### src/rtl/branch_checkpoint_ctrl_if.sv
// Rename/execute-facing bus of the branch checkpoint controller.
interface branch_checkpoint_ctrl_if #(
    parameter int unsigned BRANCH_NUM = 4,
    parameter int unsigned AL_SIZE    = 64
);
    localparam int unsigned AL_IDX = $clog2(AL_SIZE);
    localparam int unsigned B_IDX  = $clog2(BRANCH_NUM);

    // Allocation from rename
    logic              alloc_req;
    logic [AL_IDX-1:0] alloc_id;
    logic              alloc_color;
    logic              alloc_ds;
    logic              alloc_gnt;
    logic [B_IDX-1:0]  alloc_slot;
    logic              full;

    // Resolution from execute
    logic              resolve_valid;
    logic [AL_IDX-1:0] resolve_id;
    logic              resolve_color;
    logic              resolve_miss;

    // Recovery command and status
    logic              recover_valid;
    logic [B_IDX-1:0]  recover_slot;
    logic [AL_IDX-1:0] recover_id_ds;
    logic              recover_color_ds;
    logic              busy;
    logic [BRANCH_NUM-1:0] slot_valid;
    logic [B_IDX:0]    free_count;

    modport master (
        output alloc_req, alloc_id, alloc_color, alloc_ds,
        output resolve_valid, resolve_id, resolve_color, resolve_miss,
        input  alloc_gnt, alloc_slot, full,
        input  recover_valid, recover_slot, recover_id_ds, recover_color_ds,
        input  busy, slot_valid, free_count
    );

    modport slave (
        input  alloc_req, alloc_id, alloc_color, alloc_ds,
        input  resolve_valid, resolve_id, resolve_color, resolve_miss,
        output alloc_gnt, alloc_slot, full,
        output recover_valid, recover_slot, recover_id_ds, recover_color_ds,
        output busy, slot_valid, free_count
    );
endinterface

### src/rtl/branch_checkpoint_ctrl.sv
// Branch checkpoint slot allocator with misprediction squash and timed flush.
module branch_checkpoint_ctrl #(
    parameter int unsigned BRANCH_NUM     = 4,
    parameter int unsigned AL_SIZE        = 64,
    parameter int unsigned RECOVER_CYCLES = 2
) (
    input logic clk,
    input logic rst,
    branch_checkpoint_ctrl_if.slave bus
);
    localparam int unsigned AL_IDX = $clog2(AL_SIZE);
    localparam int unsigned B_IDX  = $clog2(BRANCH_NUM);
    localparam int unsigned FC_W   = B_IDX + 1;
    localparam int unsigned CNT_W  = (RECOVER_CYCLES > 1) ? $clog2(RECOVER_CYCLES) : 1;
    localparam logic [CNT_W-1:0] CNT_RELOAD = CNT_W'(RECOVER_CYCLES - 1);

    typedef enum logic {
        IDLE  = 1'b0,
        FLUSH = 1'b1
    } state_t;

    state_t                state_q, state_d;
    logic [CNT_W-1:0]      cnt_q, cnt_d;

    logic [BRANCH_NUM-1:0] valid_q, valid_d;
    logic [AL_IDX-1:0]     id_q [BRANCH_NUM];
    logic [BRANCH_NUM-1:0] color_q;
    logic [BRANCH_NUM-1:0] ds_q;
    logic [B_IDX-1:0]      wp_q, wp_d;

    logic                  rec_valid_q, rec_valid_d;
    logic [B_IDX-1:0]      rec_slot_q, rec_slot_d;
    logic [AL_IDX-1:0]     rec_id_q, rec_id_d;
    logic                  rec_color_q, rec_color_d;

    logic [BRANCH_NUM-1:0] hit;
    logic [BRANCH_NUM-1:0] younger;
    logic                  hit_any;
    logic [B_IDX-1:0]      hit_slot;
    logic                  miss_hit;
    logic                  ok_hit;
    logic                  full;
    logic                  alloc_gnt;
    logic [AL_IDX-1:0]     rid_inc;
    logic                  rid_wrap;
    logic [FC_W-1:0]       free_cnt;

    // Match the resolving branch against live slots and classify younger slots
    always_comb begin
        hit     = '0;
        younger = '0;
        for (int i = 0; i < BRANCH_NUM; i++) begin
            hit[i] = valid_q[i] && (id_q[i] == bus.resolve_id)
                     && (color_q[i] == bus.resolve_color);
            if (color_q[i] == bus.resolve_color) begin
                younger[i] = id_q[i] > bus.resolve_id;
            end else begin
                younger[i] = id_q[i] < bus.resolve_id;
            end
        end
    end

    // Encode the (at most one) matching slot
    always_comb begin
        hit_slot = '0;
        for (int i = 0; i < BRANCH_NUM; i++) begin
            if (hit[i]) begin
                hit_slot = B_IDX'(i);
            end
        end
    end

    assign hit_any   = |hit;
    assign miss_hit  = bus.resolve_valid && hit_any && bus.resolve_miss;
    assign ok_hit    = bus.resolve_valid && hit_any && !bus.resolve_miss;
    assign full      = valid_q[wp_q];
    assign alloc_gnt = bus.alloc_req && (state_q == IDLE) && !full && !miss_hit;
    assign rid_inc   = bus.resolve_id + AL_IDX'(1);
    assign rid_wrap  = (rid_inc == '0);

    // Count free slots from registered valid bits
    always_comb begin
        free_cnt = '0;
        for (int i = 0; i < BRANCH_NUM; i++) begin
            free_cnt = free_cnt + FC_W'(!valid_q[i]);
        end
    end

    // Next-state: squash on miss, otherwise retire/allocate and run flush timer
    always_comb begin
        state_d     = state_q;
        cnt_d       = cnt_q;
        valid_d     = valid_q;
        wp_d        = wp_q;
        rec_valid_d = 1'b0;
        rec_slot_d  = rec_slot_q;
        rec_id_d    = rec_id_q;
        rec_color_d = rec_color_q;

        if (miss_hit) begin
            valid_d    = valid_q & ~(younger | hit);
            wp_d       = hit_slot + B_IDX'(1);
            rec_valid_d = 1'b1;
            rec_slot_d = hit_slot;
            if (ds_q[hit_slot]) begin
                rec_id_d    = rid_inc;
                rec_color_d = rid_wrap ? !bus.resolve_color : bus.resolve_color;
            end else begin
                rec_id_d    = bus.resolve_id;
                rec_color_d = bus.resolve_color;
            end
            state_d = FLUSH;
            cnt_d   = CNT_RELOAD;
        end else begin
            if (ok_hit) begin
                valid_d = valid_d & ~hit;
            end
            if (alloc_gnt) begin
                valid_d[wp_q] = 1'b1;
                wp_d          = wp_q + B_IDX'(1);
            end
            case (state_q)
                IDLE: begin
                    state_d = IDLE;
                end
                FLUSH: begin
                    if (cnt_q == '0) begin
                        state_d = IDLE;
                    end else begin
                        cnt_d = cnt_q - CNT_W'(1);
                    end
                end
                default: begin
                    state_d = IDLE;
                end
            endcase
        end
    end

    // State, slot and recovery registers
    always_ff @(posedge clk) begin
        if (rst) begin
            state_q     <= IDLE;
            cnt_q       <= '0;
            valid_q     <= '0;
            color_q     <= '0;
            ds_q        <= '0;
            wp_q        <= '0;
            rec_valid_q <= 1'b0;
            rec_slot_q  <= '0;
            rec_id_q    <= '0;
            rec_color_q <= 1'b0;
            for (int i = 0; i < BRANCH_NUM; i++) begin
                id_q[i] <= '0;
            end
        end else begin
            state_q     <= state_d;
            cnt_q       <= cnt_d;
            valid_q     <= valid_d;
            wp_q        <= wp_d;
            rec_valid_q <= rec_valid_d;
            rec_slot_q  <= rec_slot_d;
            rec_id_q    <= rec_id_d;
            rec_color_q <= rec_color_d;
            if (alloc_gnt) begin
                id_q[wp_q]    <= bus.alloc_id;
                color_q[wp_q] <= bus.alloc_color;
                ds_q[wp_q]    <= bus.alloc_ds;
            end
        end
    end

    assign bus.alloc_gnt        = alloc_gnt;
    assign bus.alloc_slot       = wp_q;
    assign bus.full             = full;
    assign bus.recover_valid    = rec_valid_q;
    assign bus.recover_slot     = rec_slot_q;
    assign bus.recover_id_ds    = rec_id_q;
    assign bus.recover_color_ds = rec_color_q;
    assign bus.busy             = (state_q == FLUSH);
    assign bus.slot_valid       = valid_q;
    assign bus.free_count       = free_cnt;
endmodule

### src/flat_wrapper.sv
// flat-port wrapper written by rule: the top's interface ports become plain ports
module branch_checkpoint_ctrl_flat 
#(
    parameter int unsigned BRANCH_NUM     = 4,
    parameter int unsigned AL_SIZE        = 64,
    parameter int unsigned RECOVER_CYCLES = 2
)
  (clk, rst, bus_alloc_req, bus_alloc_id, bus_alloc_color, bus_alloc_ds, bus_resolve_valid, bus_resolve_id, bus_resolve_color, bus_resolve_miss, bus_alloc_gnt, bus_alloc_slot, bus_full, bus_recover_valid, bus_recover_slot, bus_recover_id_ds, bus_recover_color_ds, bus_busy, bus_slot_valid, bus_free_count);
  branch_checkpoint_ctrl_if #(.BRANCH_NUM(BRANCH_NUM), .AL_SIZE(AL_SIZE)) bus_i ();
  input logic clk;
  input logic rst;
  input wire logic [$bits(bus_i.alloc_req)-1:0] bus_alloc_req;
  input wire logic [$bits(bus_i.alloc_id)-1:0] bus_alloc_id;
  input wire logic [$bits(bus_i.alloc_color)-1:0] bus_alloc_color;
  input wire logic [$bits(bus_i.alloc_ds)-1:0] bus_alloc_ds;
  input wire logic [$bits(bus_i.resolve_valid)-1:0] bus_resolve_valid;
  input wire logic [$bits(bus_i.resolve_id)-1:0] bus_resolve_id;
  input wire logic [$bits(bus_i.resolve_color)-1:0] bus_resolve_color;
  input wire logic [$bits(bus_i.resolve_miss)-1:0] bus_resolve_miss;
  output wire logic [$bits(bus_i.alloc_gnt)-1:0] bus_alloc_gnt;
  output wire logic [$bits(bus_i.alloc_slot)-1:0] bus_alloc_slot;
  output wire logic [$bits(bus_i.full)-1:0] bus_full;
  output wire logic [$bits(bus_i.recover_valid)-1:0] bus_recover_valid;
  output wire logic [$bits(bus_i.recover_slot)-1:0] bus_recover_slot;
  output wire logic [$bits(bus_i.recover_id_ds)-1:0] bus_recover_id_ds;
  output wire logic [$bits(bus_i.recover_color_ds)-1:0] bus_recover_color_ds;
  output wire logic [$bits(bus_i.busy)-1:0] bus_busy;
  output wire logic [$bits(bus_i.slot_valid)-1:0] bus_slot_valid;
  output wire logic [$bits(bus_i.free_count)-1:0] bus_free_count;
  assign bus_i.alloc_req = bus_alloc_req;
  assign bus_i.alloc_id = bus_alloc_id;
  assign bus_i.alloc_color = bus_alloc_color;
  assign bus_i.alloc_ds = bus_alloc_ds;
  assign bus_i.resolve_valid = bus_resolve_valid;
  assign bus_i.resolve_id = bus_resolve_id;
  assign bus_i.resolve_color = bus_resolve_color;
  assign bus_i.resolve_miss = bus_resolve_miss;
  assign bus_alloc_gnt = bus_i.alloc_gnt;
  assign bus_alloc_slot = bus_i.alloc_slot;
  assign bus_full = bus_i.full;
  assign bus_recover_valid = bus_i.recover_valid;
  assign bus_recover_slot = bus_i.recover_slot;
  assign bus_recover_id_ds = bus_i.recover_id_ds;
  assign bus_recover_color_ds = bus_i.recover_color_ds;
  assign bus_busy = bus_i.busy;
  assign bus_slot_valid = bus_i.slot_valid;
  assign bus_free_count = bus_i.free_count;
  branch_checkpoint_ctrl #(.BRANCH_NUM(BRANCH_NUM), .AL_SIZE(AL_SIZE), .RECOVER_CYCLES(RECOVER_CYCLES)) u_core (.clk(clk), .rst(rst), .bus(bus_i));
endmodule
### config.mk
export PLATFORM = sky130hd
export DESIGN_NAME = branch_checkpoint_ctrl_flat
export DESIGN_NICKNAME = d
export VERILOG_FILES = /design/src/rtl/branch_checkpoint_ctrl_if.sv /design/src/rtl/branch_checkpoint_ctrl.sv /design/src/flat_wrapper.sv
export SDC_FILE = /design/constraint.sdc
export NUM_CORES = 1
export LEC_CHECK = 0
export CELL_PAD_IN_SITES_DETAIL_PLACEMENT = 1
export CELL_PAD_IN_SITES_GLOBAL_PLACEMENT = 1
export CORE_MARGIN = 3
export CORE_UTILIZATION = 46
export CTS_CLUSTER_DIAMETER = 150
export DETAILED_ROUTE_END_ITERATION = 10
export HOLD_SLACK_MARGIN = 0.02
export PLACE_DENSITY = 0.91
export SLEW_MARGIN = 25
export SYNTH_ARGS = -nofsm -noshare
export SYNTH_HDL_FRONTEND = slang
export SYNTH_SLANG_ARGS = --single-unit
### constraint.sdc
create_clock -name clk -period 6.5 [get_ports clk]
set_input_delay 1.3 -clock clk [delete_from_list [all_inputs] [get_ports clk]]
set_output_delay 1.3 -clock clk [all_outputs]
set_load 0.02 [all_outputs]
==> results of run 1 <==
==> placed cells by master (no fill, tap or decap), types with 7 or more instances in the layout <==
| cell type | instances |
|---|---|
| a21oi_1 | 10 |
| clkdlybuf4s50_1 | 41 |
| mux2i_1 | 12 |
| and3_1 | 7 |
| and2_1 | 21 |
| o21ai_0 | 9 |
| nand3_1 | 8 |
| inv_1 | 20 |
| nand2_1 | 15 |
| edfxtp_1 | 24 |
| dfxtp_1 | 26 |
| ha_1 | 27 |
| nor2_1 | 25 |
==> metal layers <==
| layer | wire length, microns | vias up | GRT usage [%] |
|---|---|---|---|
| met3 | 298 | 15 | 3.65 |
| met2 | 4060 | 59 | 40.9 |
| met5 | 0 | - | 0 |
| li1 | - | 1150 | - |
| met1 | 3460 | 1197 | 27.8 |
| met4 | 145 | 0 | 6.62 |
==> through the flow <==
step / total power, mW / worst slack [ns] / utilization (%) / hold WS [ns]
global route: 0.829 / 0.436 / 57.7 / 0.504
finish: 0.785 / 0.666 / 57.7 / 0.473
CTS: 0.788 / 0.698 / 57.7 / 0.483
global placement: 0.602 / 0.836 / 56.4 / 0.447
detailed placement: 0.616 / 0.711 / 56.4 / 0.472
floorplan: 0.524 / 2.05 / - / 0.437
==> registers in the layout (all words and copies together), names as in the netlist <==
signal	count
u_core.bus.recover_color_ds	1
u_core.bus.slot_valid	4
u_core.ds_q	4
u_core.bus.recover_slot	2
u_core.bus.alloc_slot	2
u_core.bus.recover_id_ds	6
u_core.cnt_q	1
u_core.id_q	24
u_core.bus.recover_valid	1
u_core.bus.busy	1
u_core.color_q	4
==> worst paths after layout <==
check	cells past startpoint	from	slack, ns	end
min	2	u_core.cnt_q	0.47	u_core.bus.busy
min reg2reg	2	u_core.cnt_q	0.47	u_core.bus.busy
max	9	bus_resolve_id[4]	0.67	bus_alloc_gnt
max reg2reg	7	u_core.id_q[2][2]	3.54	u_core.id_q[0][5]
==> final cells by class <==
type                       instances  area share, %
sequential                        50           35.5
tap                               75           2.68
multi-input combinational        212           45.3
inverter                          20           2.15
clock buffer                       7           2.18
timing repair buffer              43           12.2
==> power by group through the flow <==
stage	registers, mW	clock network, mW	logic [mW]
global route	0.384	0.192	0.253
floorplan	0.383	0	0.140
global placement	0.385	0	0.217
finish	0.380	0.175	0.230
CTS	0.380	0.176	0.232
detailed placement	0.387	0	0.230
==> cell families after synthesis <==
| group | after synthesis |
|---|---|
| DFF | 50 |
| xor gates and xnor gates | 5 |
| muxes | 14 |
| and+or+nand+nor | 107 |
| adders and majority gates | 28 |
| AOI/OAI and AO/OA | 58 |
| buffers and inverters | 31 |
==> cells in the mapped netlist, types with 4 or more instances <==
cell,count
inv_1,20
ha_1,27
and3_1,7
clkbuf_1,6
o21ai_0,9
dfxtp_1,26
and2_1,21
a31oi_1,4
and4_1,4
nand2_1,15
nor2b_1,4
a21o_1,6
mux2i_1,12
o211ai_1,5
or3_1,4
a211oi_1,4
edfxtp_1,24
nand3_1,8
a21oi_1,10
nor2_1,25
buf_2,4
nand4_1,5
==> critical path, delay by kind of cell <==
family | cells | cell delay (ns)
adders and majority gates | 1 | 0.35
buffers and inverters | 3 | 1.33
and+or+nand+nor | 5 | 1.54
==> impl_metrics.csv, run 1 <==
group,metric,value,unit
critical_path,cp-end-kind,"output port",
floorplanning,rows,28,
critical_path,critPathLaunchType,"input pin",
sta,max-slew-margin-rel,56.9,%
power_and_ir_drop,powerDensity,225,nW/um^2
layout,n_fill_cell,691,
layout,fin_nets,380,
floorplanning,core_area,6060,sq um
sta,drv_slew,0,
logic_synthesis,synth_ff_type,"dfxtp_1",
grt,overflow,0,
outcome,status,"finished clean",
logic_synthesis,synthAdderAreaFrac,12.1,%
floorplanning,die_w,86.2,microns
logic_synthesis,synthXorXnorAreaFrac,1.74,%
critical_path,cp_max_fo,13,
grt,track_usage,22.7,%
placement,place_hpwl,6.21,mm
clock_network,cts_root_buffer,"clkbuf_8",
clock_network,post-cts-setup-buffers,0,
min_path,hp-class,"flop to flop",
logic_synthesis,synthSimpleGateAreaFrac,20.9,%
floorplanning,die_height,86.2,microns
clock_network,cts_buffers,5,
detailed_routing,via_per_inst,5.95,
logic_synthesis,ys_ff_latch,50,
sta,rsz0062_at_grt,"false",
layout,antenna_cells,0,
floorplanning,start_util,48.8,%
logic_synthesis,synth.area.mux_share,5.21,%
critical_path,crit_arrival,4.53,ns
detailed_routing,drcViolationCount,0,
detailed_routing,vias,2421,
layout,instances_no_fill,407,
power_and_ir_drop,switching_share,31.9,%
critical_path,critical_path_required,5.20,ns
critical_path,path_class,"input pin to output port",
floorplanning,dieArea,7420,sq um
detailed_routing,first_pass_iters,4,
clock_network,insertion_delay,0.30,ns
grt,grt_max_degree,25,
power_and_ir_drop,leakagePower,1.47,nW
clock_network,htree_levels,2,
placement,portBuffers,41,
logic_synthesis,synth-edff-count,24,
layout,drive_gt1_share,4.52,%
logic_synthesis,syn-cell-area,2960,sq um
sta,worst_pin_slew,0.644,ns
critical_path,crit_chain,"clkdlybuf4s50_1, inv_1, ha_1, and4_1, and4_1, nor4b_4, or2_1, and2_1, clkdlybuf4s50_1",
layout,multi_input_area,1590,sq um
logic_synthesis,synth-compound-area-share,13.7,%
clock_network,post_cts_resized,0,
sta,fin_crit,5.83,ns
logic_synthesis,netlist_top_cells_area,"edfxtp_1 24%, dfxtp_1 18%, ha_1 11%",
critical_path,cp_slowest_cell,"clkdlybuf4s50_1",
detailed_routing,drt_iter0_drc,109,
logic_synthesis,seq_area_frac_synth,42.0,%
detailed_routing,ant_nets,0,
placement,gp_congestion,0.827,
clock_network,cts_tree,"yes",
logic_synthesis,yosysWarnings,0,
logic_synthesis,synth_cells,293,
placement,placedCellCount,400,
placement,placed_cell_area,3420,sq um
logic_synthesis,synth_fp_nets,341,
power_and_ir_drop,p_int,0.535,mW
layout,design_area,3500,sq um
logic_synthesis,synthDistinctLibCells,51,
clock_network,ctsHoldBuffers,0,
logic_synthesis,avgSynthCellArea,10.1,sq um
power_and_ir_drop,p_comb_share,29.3,%
logic_synthesis,async_reset_ff_share,0,%
logic_synthesis,synth.top_cell.area_share,24.4,%
detailed_routing,wl_per_cell,19.6,microns
grt,grt_pass1_wl,13.0,mm
clock_network,clkTransAtPathRegs,0.08,ns
clock_network,clock_sinks,50,
clock_network,cts_max_path_buffers,2,
grt,antenna_found_initial,0,
logic_synthesis,yosysTopAreaCell,"edfxtp_1",
sta,period_share,89.7,%
flow_run,max_cap_viol_count,0,
sta,hold_viol,0,
sta,setup_tns,0,ns
logic_synthesis,synth_top_family_by_area,"simple AND/OR/NAND/NOR gates",
power_and_ir_drop,clkPwrFrac,22.3,%
sta,skew,0.00762,ns
critical_path,cpPeakStageDelay,0.61,ns
floorplanning,pin_count,42,
power_and_ir_drop,p_seq_share,48.4,%
sta,setup_viol,0,
power_and_ir_drop,peakVddDrop,113,uV
grt,grt_pass1_vias,2521,
detailed_routing,drt_wl_total,7.97,mm
power_and_ir_drop,switchingPower,0.251,mW
layout,area_growth,18.3,%
sta,fmax,0.171,GHz
layout,register_area,1240,sq um
Power figures use the tool's default switching activity.
==> run 2: changes to the inputs <==
--- a/config.mk
+++ b/config.mk
@@ -17,3 +17,4 @@
 export SYNTH_ARGS = -nofsm -noshare
 export SYNTH_HDL_FRONTEND = slang
 export SYNTH_SLANG_ARGS = --single-unit
+export TNS_END_PERCENT = 50
==> constraint.sdc (replaced) <==
create_clock -name clk -period 6.5 [get_ports clk]
set_input_delay 1.3 -clock clk [delete_from_list [all_inputs] [get_ports clk]]
set_output_delay 1.3 -clock clk [all_outputs]
set_load 0.005 [all_outputs]
==> run 2 against run 1 <==
Net effect:
- non-clock buffer count unchanged
- setup slack improved by 0.10 ns
- die area unchanged
- count of clock-buffer cells in the layout unchanged
- routed wire length decreased by 0.25%
- via count decreased by 1.2%
- sequential share of layout area unchanged
- flip-flop and latch count unchanged
- largest cell class unchanged
- utilization unchanged
- clock power about the same
- critical path depth unchanged
==> impl_metrics.csv, run 2 (same netlist as run 1, synthesis figures left out) <==
group,metric,value,unit
critical_path,critPathCapture,"bus_alloc_gnt",
layout,antenna_cells,0,
placement,placedCellCount,400,
sta,max-slew-margin-rel,56.6,%
clock_network,post_cts_resized,0,
grt,grt_pass1_vias,2599,
critical_path,cp_slowest_cell,"clkdlybuf4s50_1",
floorplanning,rows,28,
layout,n_fill_cell,690,
grt,overflow,0,
floorplanning,dieArea,7420,sq um
power_and_ir_drop,switchingPower,0.230,mW
grt,antenna_found_initial,0,
critical_path,path_class,"input pin to output port",
power_and_ir_drop,p_int,0.535,mW
layout,final_cell_mix,"41 x clkdlybuf4s50_1, 27 x ha_1, 26 x dfxtp_1, 25 x nor2_1, 24 x edfxtp_1",
critical_path,crit_start,"bus_resolve_id[2]",
placement,gp_congestion,0.824,
placement,place_hpwl,6.36,mm
sta,period_share,88.2,%
critical_path,cp-end-kind,"output port",
placement,placed_cell_area,3420,sq um
critical_path,ff2ff_path_depth,7,
sta,setup_viol,0,
placement,pre_cts_ws,0.831,ns
detailed_routing,via_per_inst,5.88,
clock_network,post-cts-setup-buffers,0,
sta,fmax,0.174,GHz
clock_network,cts_tree,"yes",
sta,hold_slack,0.485,ns
grt,grt_pass1_wl,13.2,mm
clock_network,insertion_delay,0.30,ns
power_and_ir_drop,clkPwrFrac,22.6,%
floorplanning,die_w,86.2,microns
layout,fin_nets,380,
detailed_routing,first_pass_iters,4,
detailed_routing,wl_per_cell,19.5,microns
critical_path,ff2ff_setup_slack,3.59,ns
layout,final_util,57.7,%
detailed_routing,ant_nets,0,
layout,multi_input_area,1590,sq um
clock_network,htree_levels,2,
clock_network,ctsHoldBuffers,0,
sta,worst_pin_slew,0.648,ns
layout,regMostFlops,"u_core.id_q",
critical_path,critical_path_required,5.20,ns
floorplanning,pin_count,42,
sta,drv_slew,0,
detailed_routing,drt_iter0_drc,123,
critical_path,cpPeakStageDelay,0.56,ns
power_and_ir_drop,leakagePower,1.47,nW
clock_network,cts_root_buffer,"clkbuf_8",
critical_path,reg2reg_to,"u_core.id_q[0][0]",
grt,grt_max_degree,25,
power_and_ir_drop,peakVddDrop,103,uV
detailed_routing,vias,2393,
power_and_ir_drop,powerDensity,219,nW/um^2
layout,area_growth,18.3,%
power_and_ir_drop,switching_share,30.1,%
clock_network,cts_max_path_buffers,2,
sta,fin_ws,0.768,ns
layout,drive_gt1_share,4.52,%
power_and_ir_drop,total_power,0.764,mW
critical_path,crit_chain,"clkdlybuf4s50_1, inv_1, ha_1, and4_1, and4_1, nor4b_4, or2_1, and2_1, clkdlybuf4s50_1",
critical_path,path_depth,9,
critical_path,cp_max_fo,13,
detailed_routing,drcViolationCount,0,
floorplanning,core_area,6060,sq um
critical_path,crit_arrival,4.43,ns
flow_run,max_cap_viol_count,0,
power_and_ir_drop,p_seq_share,49.7,%
critical_path,r2r_start,"u_core.id_q[2][5]",
layout,largest_reg_flops,24,
grt,track_usage,22.9,%
clock_network,clock_sinks,50,
critical_path,critPathLaunchType,"input pin",
clock_network,clkTransAtPathRegs,0.08,ns
floorplanning,start_util,48.8,%
power_and_ir_drop,p_comb_share,27.6,%
sta,skew,0.00706,ns
layout,register_area,1240,sq um
placement,portBuffers,41,
sta,rsz0062_at_grt,"false",
floorplanning,die_height,86.2,microns
critical_path,critical-path-top-delay-family,"simple AND/OR/NAND/NOR gates",
outcome,status,"finished clean",
layout,final_common_cell,"clkdlybuf4s50_1",
clock_network,cts_buffers,5,
sta,setup_tns,0,ns
min_path,hp-class,"flop to flop",
sta,hold_viol,0,
sta,fin_crit,5.73,ns
layout,instances_no_fill,407,
detailed_routing,drt_wl_total,7.95,mm
layout,design_area,3500,sq um
critical_path,crit_buf_inv,3,
[run 2: cell counts in the layout (fill, tap and decap cells not counted)]
Identical to the previous run, type by type.
[run 2: worst min path at each step]
stage                  from         endpoint  slack, ns  cells after the start
2_1_floorplan  u_core.cnt_q  u_core.bus.busy       0.44                      2
3_3_place_gp   u_core.cnt_q  u_core.bus.busy       0.45                      2
3_5_place_dp   u_core.cnt_q  u_core.bus.busy       0.49                      2
4_1_cts        u_core.cnt_q  u_core.bus.busy       0.50                      2
5_1_grt        u_core.cnt_q  u_core.bus.busy       0.51                      2
6_report       u_core.cnt_q  u_core.bus.busy       0.49                      2
[run 2: layer usage]
metal	GRT usage [%]	vias to the layer above	wire length (microns)
li1	-	1153	-
met1	27.8	1177	3380
met2	42.1	55	4200
met3	3.65	8	278
met4	5.61	0	78
met5	0	-	0
[run 2: power by group through the flow]
stage / Sequential (mW) / Combinational, mW / Clock (mW)
floorplan: 0.377 / 0.125 / 0
global placement: 0.385 / 0.197 / 0
detailed placement: 0.388 / 0.210 / 0
finish: 0.380 / 0.211 / 0.173
global route: 0.383 / 0.236 / 0.191
CTS: 0.380 / 0.213 / 0.175
[run 2: cell type report]
type	instances	area share, %
well taps	75	2.68
multi-input cells	212	45.3
clock buffers	7	2.18
repair buffers	43	12.2
flip-flops and latches	50	35.5
inverters	20	2.15
[run 2: worst reg2reg max path, cell delays in order (launching register included)]
cell      delay (ns)
edfxtp_1        0.38
ha_1            0.30
and4_1          0.25
and4_1          0.29
nor4b_4         0.41
or2_1           0.43
and3_1          0.49
and3_1          0.24
